===== config.mk =====
export PLATFORM = sky130hd
export DESIGN_NAME = instr_encoder
export DESIGN_NICKNAME = d
export VERILOG_FILES = /design/src/rtl/instr_encoder_pkg.sv /design/src/rtl/instr_encoder_fmt.sv /design/src/rtl/instr_encoder.sv
export SDC_FILE = /design/constraint.sdc
export NUM_CORES = 1
export LEC_CHECK = 0
export ABC_AREA = 1
export BUFFER_PORTS_ARGS = -buffer_cell sky130_fd_sc_hd__buf_2
export CORE_ASPECT_RATIO = 1.2
export CORE_MARGIN = 2
export CORE_UTILIZATION = 30
export CTS_BUF_LIST = sky130_fd_sc_hd__clkbuf_8
export DETAILED_ROUTE_END_ITERATION = 7
export PLACE_DENSITY_LB_ADDON = 0.08
export SETUP_SLACK_MARGIN = 0.05
export SYNTH_ARGS = -nofsm -noshare
export SYNTH_HDL_FRONTEND = slang
export SYNTH_SLANG_ARGS = --single-unit

===== constraint.sdc =====
create_clock -name clk -period 2.7 [get_ports clk]
set_input_delay 0.27 -clock clk [delete_from_list [all_inputs] [get_ports clk]]
set_output_delay 0.27 -clock clk [all_outputs]
set_load 0.03 [all_outputs]

===== src/rtl/instr_encoder_pkg.sv =====
// -----------------------------------------------------------------------------
// instr_encoder_pkg
// Shared definitions for the RV32I instruction encoder:
//   - enc_op_e   : mnemonic request codes (ENC_*) accepted on in_op
//   - ENC_LAST   : highest legal mnemonic code
//   - OPC_*      : RV32I major opcodes (instr[6:0])
//   - enc_fmt_e  : instruction formats used to assemble the 32-bit word
// -----------------------------------------------------------------------------
package instr_encoder_pkg;

  typedef enum logic [5:0] {
    ENC_ADD   = 6'd0,  ENC_SUB   = 6'd1,  ENC_XOR   = 6'd2,  ENC_OR    = 6'd3,
    ENC_AND   = 6'd4,  ENC_SLL   = 6'd5,  ENC_SRL   = 6'd6,  ENC_SRA   = 6'd7,
    ENC_SLT   = 6'd8,  ENC_SLTU  = 6'd9,
    ENC_ADDI  = 6'd10, ENC_XORI  = 6'd11, ENC_ORI   = 6'd12, ENC_ANDI  = 6'd13,
    ENC_SLLI  = 6'd14, ENC_SRLI  = 6'd15, ENC_SRAI  = 6'd16, ENC_SLTI  = 6'd17,
    ENC_SLTIU = 6'd18,
    ENC_LB    = 6'd19, ENC_LH    = 6'd20, ENC_LW    = 6'd21, ENC_LBU   = 6'd22,
    ENC_LHU   = 6'd23,
    ENC_SB    = 6'd24, ENC_SH    = 6'd25, ENC_SW    = 6'd26,
    ENC_BEQ   = 6'd27, ENC_BNE   = 6'd28, ENC_BLT   = 6'd29, ENC_BGE   = 6'd30,
    ENC_BLTU  = 6'd31, ENC_BGEU  = 6'd32,
    ENC_JAL   = 6'd33, ENC_JALR  = 6'd34, ENC_LUI   = 6'd35, ENC_AUIPC = 6'd36
  } enc_op_e;

  localparam logic [5:0] ENC_LAST = 6'd36;

  localparam logic [6:0] OPC_OP     = 7'b0110011;
  localparam logic [6:0] OPC_OP_IMM = 7'b0010011;
  localparam logic [6:0] OPC_LOAD   = 7'b0000011;
  localparam logic [6:0] OPC_STORE  = 7'b0100011;
  localparam logic [6:0] OPC_BRANCH = 7'b1100011;
  localparam logic [6:0] OPC_JAL    = 7'b1101111;
  localparam logic [6:0] OPC_JALR   = 7'b1100111;
  localparam logic [6:0] OPC_LUI    = 7'b0110111;
  localparam logic [6:0] OPC_AUIPC  = 7'b0010111;

  // FMT_SH is the I-type shift-immediate layout (funct7 + 5-bit shamt).
  typedef enum logic [2:0] {
    FMT_NONE, FMT_R, FMT_I, FMT_SH, FMT_S, FMT_B, FMT_J, FMT_U
  } enc_fmt_e;

endpackage


===== src/rtl/instr_encoder_fmt.sv =====
// -----------------------------------------------------------------------------
// instr_fmt
// Purely combinational mapping of a mnemonic request to an RV32I word.
// Ports:
//   op            : mnemonic code (enc_op_e values; anything above ENC_LAST is illegal)
//   rd, rs1, rs2  : register indices
//   imm           : signed byte offset / immediate (U-type: full 32-bit value)
//   legal         : request is encodable (op known, immediate in range/aligned)
//   word          : encoded instruction; unused fields are zero
// -----------------------------------------------------------------------------
module instr_fmt
  import instr_encoder_pkg::*;
(
  input  logic [5:0]  op,
  input  logic [4:0]  rd,
  input  logic [4:0]  rs1,
  input  logic [4:0]  rs2,
  input  logic [31:0] imm,
  output logic        legal,
  output logic [31:0] word
);

  function automatic logic fits_s12(logic signed [31:0] v);
    return (v >= -32'sd2048) && (v <= 32'sd2047);
  endfunction

  function automatic logic fits_s13(logic signed [31:0] v);
    return (v >= -32'sd4096) && (v <= 32'sd4095);
  endfunction

  function automatic logic fits_s21(logic signed [31:0] v);
    return (v >= -32'sd1048576) && (v <= 32'sd1048575);
  endfunction

  logic signed [31:0] simm;
  enc_fmt_e           fmt;
  logic [6:0]         opc;
  logic [2:0]         f3;
  logic [6:0]         f7;

  assign simm = signed'(imm);

  // Format and major opcode per mnemonic group.
  always_comb begin
    fmt = FMT_NONE;
    opc = '0;
    case (op)
      ENC_ADD, ENC_SUB, ENC_XOR, ENC_OR, ENC_AND,
      ENC_SLL, ENC_SRL, ENC_SRA, ENC_SLT, ENC_SLTU: begin fmt = FMT_R;  opc = OPC_OP;     end
      ENC_ADDI, ENC_XORI, ENC_ORI, ENC_ANDI,
      ENC_SLTI, ENC_SLTIU:                          begin fmt = FMT_I;  opc = OPC_OP_IMM; end
      ENC_SLLI, ENC_SRLI, ENC_SRAI:                 begin fmt = FMT_SH; opc = OPC_OP_IMM; end
      ENC_LB, ENC_LH, ENC_LW, ENC_LBU, ENC_LHU:     begin fmt = FMT_I;  opc = OPC_LOAD;   end
      ENC_SB, ENC_SH, ENC_SW:                       begin fmt = FMT_S;  opc = OPC_STORE;  end
      ENC_BEQ, ENC_BNE, ENC_BLT, ENC_BGE,
      ENC_BLTU, ENC_BGEU:                           begin fmt = FMT_B;  opc = OPC_BRANCH; end
      ENC_JAL:                                      begin fmt = FMT_J;  opc = OPC_JAL;    end
      ENC_JALR:                                     begin fmt = FMT_I;  opc = OPC_JALR;   end
      ENC_LUI:                                      begin fmt = FMT_U;  opc = OPC_LUI;    end
      ENC_AUIPC:                                    begin fmt = FMT_U;  opc = OPC_AUIPC;  end
      default:                                      begin fmt = FMT_NONE; opc = '0;       end
    endcase
  end

  // funct3 / funct7 per mnemonic; anything not listed uses 0.
  always_comb begin
    f3 = 3'b000;
    f7 = 7'h00;
    case (op)
      ENC_SUB:                       f7 = 7'h20;
      ENC_XOR, ENC_XORI, ENC_LBU:    f3 = 3'b100;
      ENC_OR,  ENC_ORI,  ENC_BLTU:   f3 = 3'b110;
      ENC_AND, ENC_ANDI, ENC_BGEU:   f3 = 3'b111;
      ENC_SLL, ENC_SLLI, ENC_LH,
      ENC_SH,  ENC_BNE:              f3 = 3'b001;
      ENC_SRL, ENC_SRLI, ENC_LHU,
      ENC_BGE:                       f3 = 3'b101;
      ENC_SRA, ENC_SRAI:             begin f3 = 3'b101; f7 = 7'h20; end
      ENC_SLT, ENC_SLTI, ENC_LW,
      ENC_SW:                        f3 = 3'b010;
      ENC_SLTU, ENC_SLTIU:           f3 = 3'b011;
      ENC_BLT:                       f3 = 3'b100;
      default:                       begin f3 = 3'b000; f7 = 7'h00; end
    endcase
  end

  // Field assembly and immediate range/alignment checks.
  always_comb begin
    legal = 1'b1;
    word  = '0;
    case (fmt)
      FMT_R:  word = {f7, rs2, rs1, f3, rd, opc};
      FMT_I: begin
        legal = fits_s12(simm);
        word  = {imm[11:0], rs1, f3, rd, opc};
      end
      FMT_SH: begin
        legal = (imm[31:5] == 27'd0);
        word  = {f7, imm[4:0], rs1, f3, rd, opc};
      end
      FMT_S: begin
        legal = fits_s12(simm);
        word  = {imm[11:5], rs2, rs1, f3, imm[4:0], opc};
      end
      FMT_B: begin
        legal = fits_s13(simm) && !imm[0];
        word  = {imm[12], imm[10:5], rs2, rs1, f3, imm[4:1], imm[11], opc};
      end
      FMT_J: begin
        legal = fits_s21(simm) && !imm[0];
        word  = {imm[20], imm[10:1], imm[11], imm[19:12], rd, opc};
      end
      FMT_U: begin
        legal = (imm[11:0] == 12'd0);
        word  = {imm[31:12], rd, opc};
      end
      default: begin
        legal = 1'b0;
        word  = '0;
      end
    endcase
  end

endmodule


===== src/rtl/instr_encoder.sv =====
// -----------------------------------------------------------------------------
// instr_encoder
// Streaming RV32I assembler: accepts mnemonic-level requests and emits encoded
// words with byte addresses for an instruction-memory write port.
// Parameters:
//   BASE_ADDR    : byte address of the first emitted word
//   DEPTH_WORDS  : memory depth in words, power of two >= 2 (address wraps)
// Ports:
//   clk, reset_n               : clock, asynchronous active-low reset
//   flush                      : synchronous clear of output, address and status
//   in_valid/in_ready          : request handshake; in_op, in_rd, in_rs1, in_rs2, in_imm
//   out_valid/out_ready        : word handshake; out_addr, out_data
//   err, err_op, err_count     : sticky illegal flag, last illegal op, illegal count
//   instr_count                : words handed off (saturating)
// -----------------------------------------------------------------------------
module instr_encoder
  import instr_encoder_pkg::*;
#(
  parameter logic [31:0] BASE_ADDR   = 32'h0000_0000,
  parameter int unsigned DEPTH_WORDS = 256
) (
  input  logic        clk,
  input  logic        reset_n,
  input  logic        flush,
  input  logic        in_valid,
  output logic        in_ready,
  input  logic [5:0]  in_op,
  input  logic [4:0]  in_rd,
  input  logic [4:0]  in_rs1,
  input  logic [4:0]  in_rs2,
  input  logic [31:0] in_imm,
  output logic        out_valid,
  input  logic        out_ready,
  output logic [31:0] out_addr,
  output logic [31:0] out_data,
  output logic        err,
  output logic [5:0]  err_op,
  output logic [15:0] err_count,
  output logic [15:0] instr_count
);

  localparam int unsigned IDX_W = $clog2(DEPTH_WORDS);

  function automatic logic [15:0] sat_inc(logic [15:0] v);
    return (v == 16'hFFFF) ? v : v + 16'd1;
  endfunction

  logic             fmt_legal_p0;
  logic [31:0]      fmt_word_p0;
  logic             accept_p0;
  logic             out_hs_p1;
  logic             vld_p1;
  logic [31:0]      data_p1;
  logic [IDX_W-1:0] widx_p1;

  instr_fmt u_fmt (
    .op    (in_op),
    .rd    (in_rd),
    .rs1   (in_rs1),
    .rs2   (in_rs2),
    .imm   (in_imm),
    .legal (fmt_legal_p0),
    .word  (fmt_word_p0)
  );

  // Ready depends only on registered state and out_ready, never on in_valid.
  assign in_ready  = !vld_p1 || out_ready;
  assign accept_p0 = in_valid && in_ready;
  assign out_hs_p1 = vld_p1 && out_ready;

  // ---- stage p0 -> p1: output register, address and status ----
  always_ff @(posedge clk or negedge reset_n) begin
    if (!reset_n) begin
      vld_p1      <= 1'b0;
      data_p1     <= '0;
      widx_p1     <= '0;
      err         <= 1'b0;
      err_op      <= '0;
      err_count   <= '0;
      instr_count <= '0;
    end else if (flush) begin
      vld_p1      <= 1'b0;
      data_p1     <= '0;
      widx_p1     <= '0;
      err         <= 1'b0;
      err_op      <= '0;
      err_count   <= '0;
      instr_count <= '0;
    end else begin
      // Power-of-two depth makes the natural index overflow the wrap.
      if (out_hs_p1) begin
        widx_p1     <= widx_p1 + 1'b1;
        instr_count <= sat_inc(instr_count);
      end
      if (accept_p0 && fmt_legal_p0) begin
        vld_p1  <= 1'b1;
        data_p1 <= fmt_word_p0;
      end else if (out_hs_p1) begin
        vld_p1 <= 1'b0;
      end
      // An illegal request leaves any pending word untouched.
      if (accept_p0 && !fmt_legal_p0) begin
        err       <= 1'b1;
        err_op    <= in_op;
        err_count <= sat_inc(err_count);
      end
    end
  end

  assign out_valid = vld_p1;
  assign out_data  = data_p1;
  assign out_addr  = BASE_ADDR + (32'(widx_p1) << 2);

endmodule


==> out/qor.csv <==
stage,metric,value,unit
finish,nFillCells,2034,
detailed_routing,via_per_inst,4.68,
pwr,p_leak,0.00347,uW
finish,multi_input_area,0.00312,sq mm
clocking,post_cts_resized,0,
finish,nNetsFinal,1001,
synth,ys_ff_latch,79,
synth,async_reset_ff_share,100,%
global_route,grt_pass1_vias,5403,
critical_path,path_max_fanout,16,
synth,synth_enable_flop_cells,0,
hold_path,hold_path.class,input port to register,
clocking,cts.sinks,79,
status,status,"complete, no violations",
detailed_routing,drt-total-wl,17400,um
clocking,cts_buffers,9,
floorplanning,die_area,0.0199,sq mm
global_route,grt_use_met1,22.6,%
critical_path,path_class,input port to register,
placed_design,io_buffers,138,
timing,hold_viol_final,0,
timing,rsz0062_at_grt,no,
pwr,peakVddDrop,0.191,mV
detailed_routing,final_antenna_net_count,0,
finish,diodes,0,
clocking,clock_latency,0.37,ns
finish,regArea,0.00198,sq mm
synth,ys.warnings.count,0,
finish,syn_to_final_growth,18.4,%
timing,relSlewSlack,53.0,%
finish,design_area,0.00666,sq mm
detailed_routing,wl_per_cell,14.6,um
timing,finalSetupViolCount,0,
clocking,post-cts-setup-buffers,0,
timing,finalCriticalPeriod,2.20,ns
detailed_routing,drt-initial-drc-count,259,
placed_design,place.gp.congestion,0.904,
detailed_routing,num_vias,5568,
timing,finalWorstSetupSlack,0.502,ns
finish,final_layout_size_suffix_gt1_share,22.5,%
clocking,root_buffer,clkbuf_8,
global_route,grt_util_all_layers,18.0,%
clocking,cts_max_level,3,
synth,synth_cell_types,47,
global_route,antenna_found_initial,1,
clocking,cts_hold_buf,1,
synth,synthCells,799,
timing,fmax,0.455,GHz
timing,post-route-period-util,81.4,%
global_route,grt-ovfl-total,0,
finish,instances_no_fill,1190,
global_route,grt_use_met3,3.41,%
floorplanning,die_h,154,um
timing,max_slew.worst_pin.slew,0.698,ns
critical_path,arrival,2.45,ns
placed_design,dp.cells,1174,
synth,ys_seq_area_share,35.1,%
floorplanning,num_rows,54,
placed_design,dp_hpwl,13100,um
timing,tns,0,ns
detailed_routing,detail_route.first_pass.iterations,4,
critical_path,critical_path_required,2.96,ns
timing,clock_skew,0.0106,ns
floorplanning,initial_core_util,30.7,%
global_route,busiest_layer,met2,
pwr,power_density,406,mW/mm^2
floorplanning,coreArea,0.0183,sq mm
critical_path,cp-start-kind,input port,
floorplanning,fp.dieW,129,um
clocking,cts_tree,done,
flow_run,maxCapViolations,0,
synth,syn_avg_cell_area,7.04,sq um
detailed_routing,route.detailed.drc,0,
global_route,grt_max_degree,55,
synth,netlist_area,0.00563,sq mm
floorplanning,ios,163,
placed_design,place_ws,0.124,ns
timing,slew_violations,0,
placed_design,place_area,0.00649,sq mm
clocking,clockBufferDepth,2,
global_route,grt_pass1_wl,28300,um
global_route,use_met2,30.7,%
synth,synth_ff_type,dfrtp_1,
clocking,cts.reportedPaths.clkPinSlew,0.08,ns
critical_path,endpoint_kind,register,
==> per-stage QoR <==
stage | total power [uW] | hold slack, ns | util (%)
floorplan | 1740 | -0.0256 | -
global placement | 1950 | 0.261 | 35.5
detailed placement | 1940 | 0.260 | 35.5
CTS | 2760 | 0.172 | 36.4
global route | 2860 | 0.200 | 36.4
finish | 2700 | 0.198 | 36.4
==> path summary, 6_finish.rpt <==
| kind | slack [ns] | cells after the start | start | end |
|---|---|---|---|---|
| min | 0.20 | 5 | in_rs1[1] | out_data[16]$_DFFE_PN0P_ |
| min reg2reg | 0.48 | 2 | err_op[3]$_DFFE_PN0P_ | err_op[3]$_DFFE_PN0P_ |
| max reg2reg | 0.51 | 9 | instr_count[0]$_DFFE_PN0P_ | instr_count[3]$_DFFE_PN0P_ |
| max | 0.50 | 19 | in_op[0] | err_op[2]$_DFFE_PN0P_ |
| max in group asynchronous | 1.69 | 3 | reset_n | out_data[19]$_DFFE_PN0P_ |
| min in group asynchronous | 0.38 | 2 | reset_n | instr_count[11]$_DFFE_PN0P_ |
==> critical path, stage by stage <==
cell and delay [ns]:
buf_2 0.13, inv_1 0.09, ha_1 0.24, inv_1 0.12, nand2_1 0.09, nand2_1 0.12
nor2_2 0.07, nor2_4 0.16, nand2_4 0.12, nand2_4 0.09, inv_1 0.05, nand2_2 0.05
nand2_2 0.05, nor2_4 0.16, nand3_2 0.14, nand2_4 0.21, inv_1 0.15, nand2_1 0.10
nand2_1 0.05
==> state kept, by name, summed over array words and instances (netlist names) <==
signal,flops
err_count,16
err_op,6
out_data,31
widx_p1,8
out_valid,1
err,1
instr_count,16
==> per-layer routing <==
metal	routed length (um)	up-vias
li1	-	2829
met1	7300	2575
met2	8870	137
met3	849	25
met4	335	2
met5	19	-
==> cell type report <==
type	count	area share [%]
tap	252	4.73
multi-input combinational	622	46.8
inverter	70	4.04
clock inverter	5	0.301
timing repair buffer	152	12.4
clock buffer	10	2.07
sequential	79	29.7
==> synth_stat cells (4+ instances only) <==
library cell  number  area share [%]
nand2_1          215              14
nand3_1          103             9.2
nor2_1            90             6.0
dfrtp_1           79              35
inv_1             63             4.2
buf_4             30             4.0
o21ai_0           28             2.5
nand2_2           19             2.1
nor3_1            16             1.4
xor2_1            16             2.5
a21oi_1           15             1.3
nand4_1           13             1.4
clkbuf_1           9            0.60
ha_1               9             2.0
nand2_4            9             1.8
o31ai_1            8             1.1
o21ai_1            7            0.62
o22ai_1            7            0.78
nor2_4             6             1.2
buf_2              5            0.44
nor4_1             5            0.56
buf_6              4            0.80
==> power breakdown <==
| part | internal (uW) | switching, uW | leakage, uW |
|---|---|---|---|
| clock network | 340 | 453 | 0.0000971 |
| logic | 180 | 467 | 0.00229 |
| registers | 1220 | 40.9 | 0.00109 |
| total | 1740 | 961 | 0.00347 |
==> cell families (layout without fill, tap and decap cells) <==
group / count (synthesis) / count (layout) / synth area share [%]
buf+inv: 121 / 237 / 11.0
fa+ha+maj: 9 / 9 / 2.00
flops: 79 / 79 / 35.1
other cells: 1 / 24 / 0.0666
mux: 1 / 1 / 0.178
simple gates: 491 / 491 / 40.6
xor+xnor: 19 / 19 / 2.96
compound gates: 78 / 78 / 8.07
==> cell usage in the layout (no fill, tap or decap), types with 10 or more instances in the layout <==
master    count
nand3_1     103
nand4_1      13
nor2_1       90
buf_2       137
nor3_1       16
xor2_1       16
conb_1       24
nand2_1     215
a21oi_1      15
clkbuf_8     10
nand2_2      19
dfrtp_1      79
inv_1        67
o21ai_0      28
buf_4        12
Power figures use the tool's default switching activity.
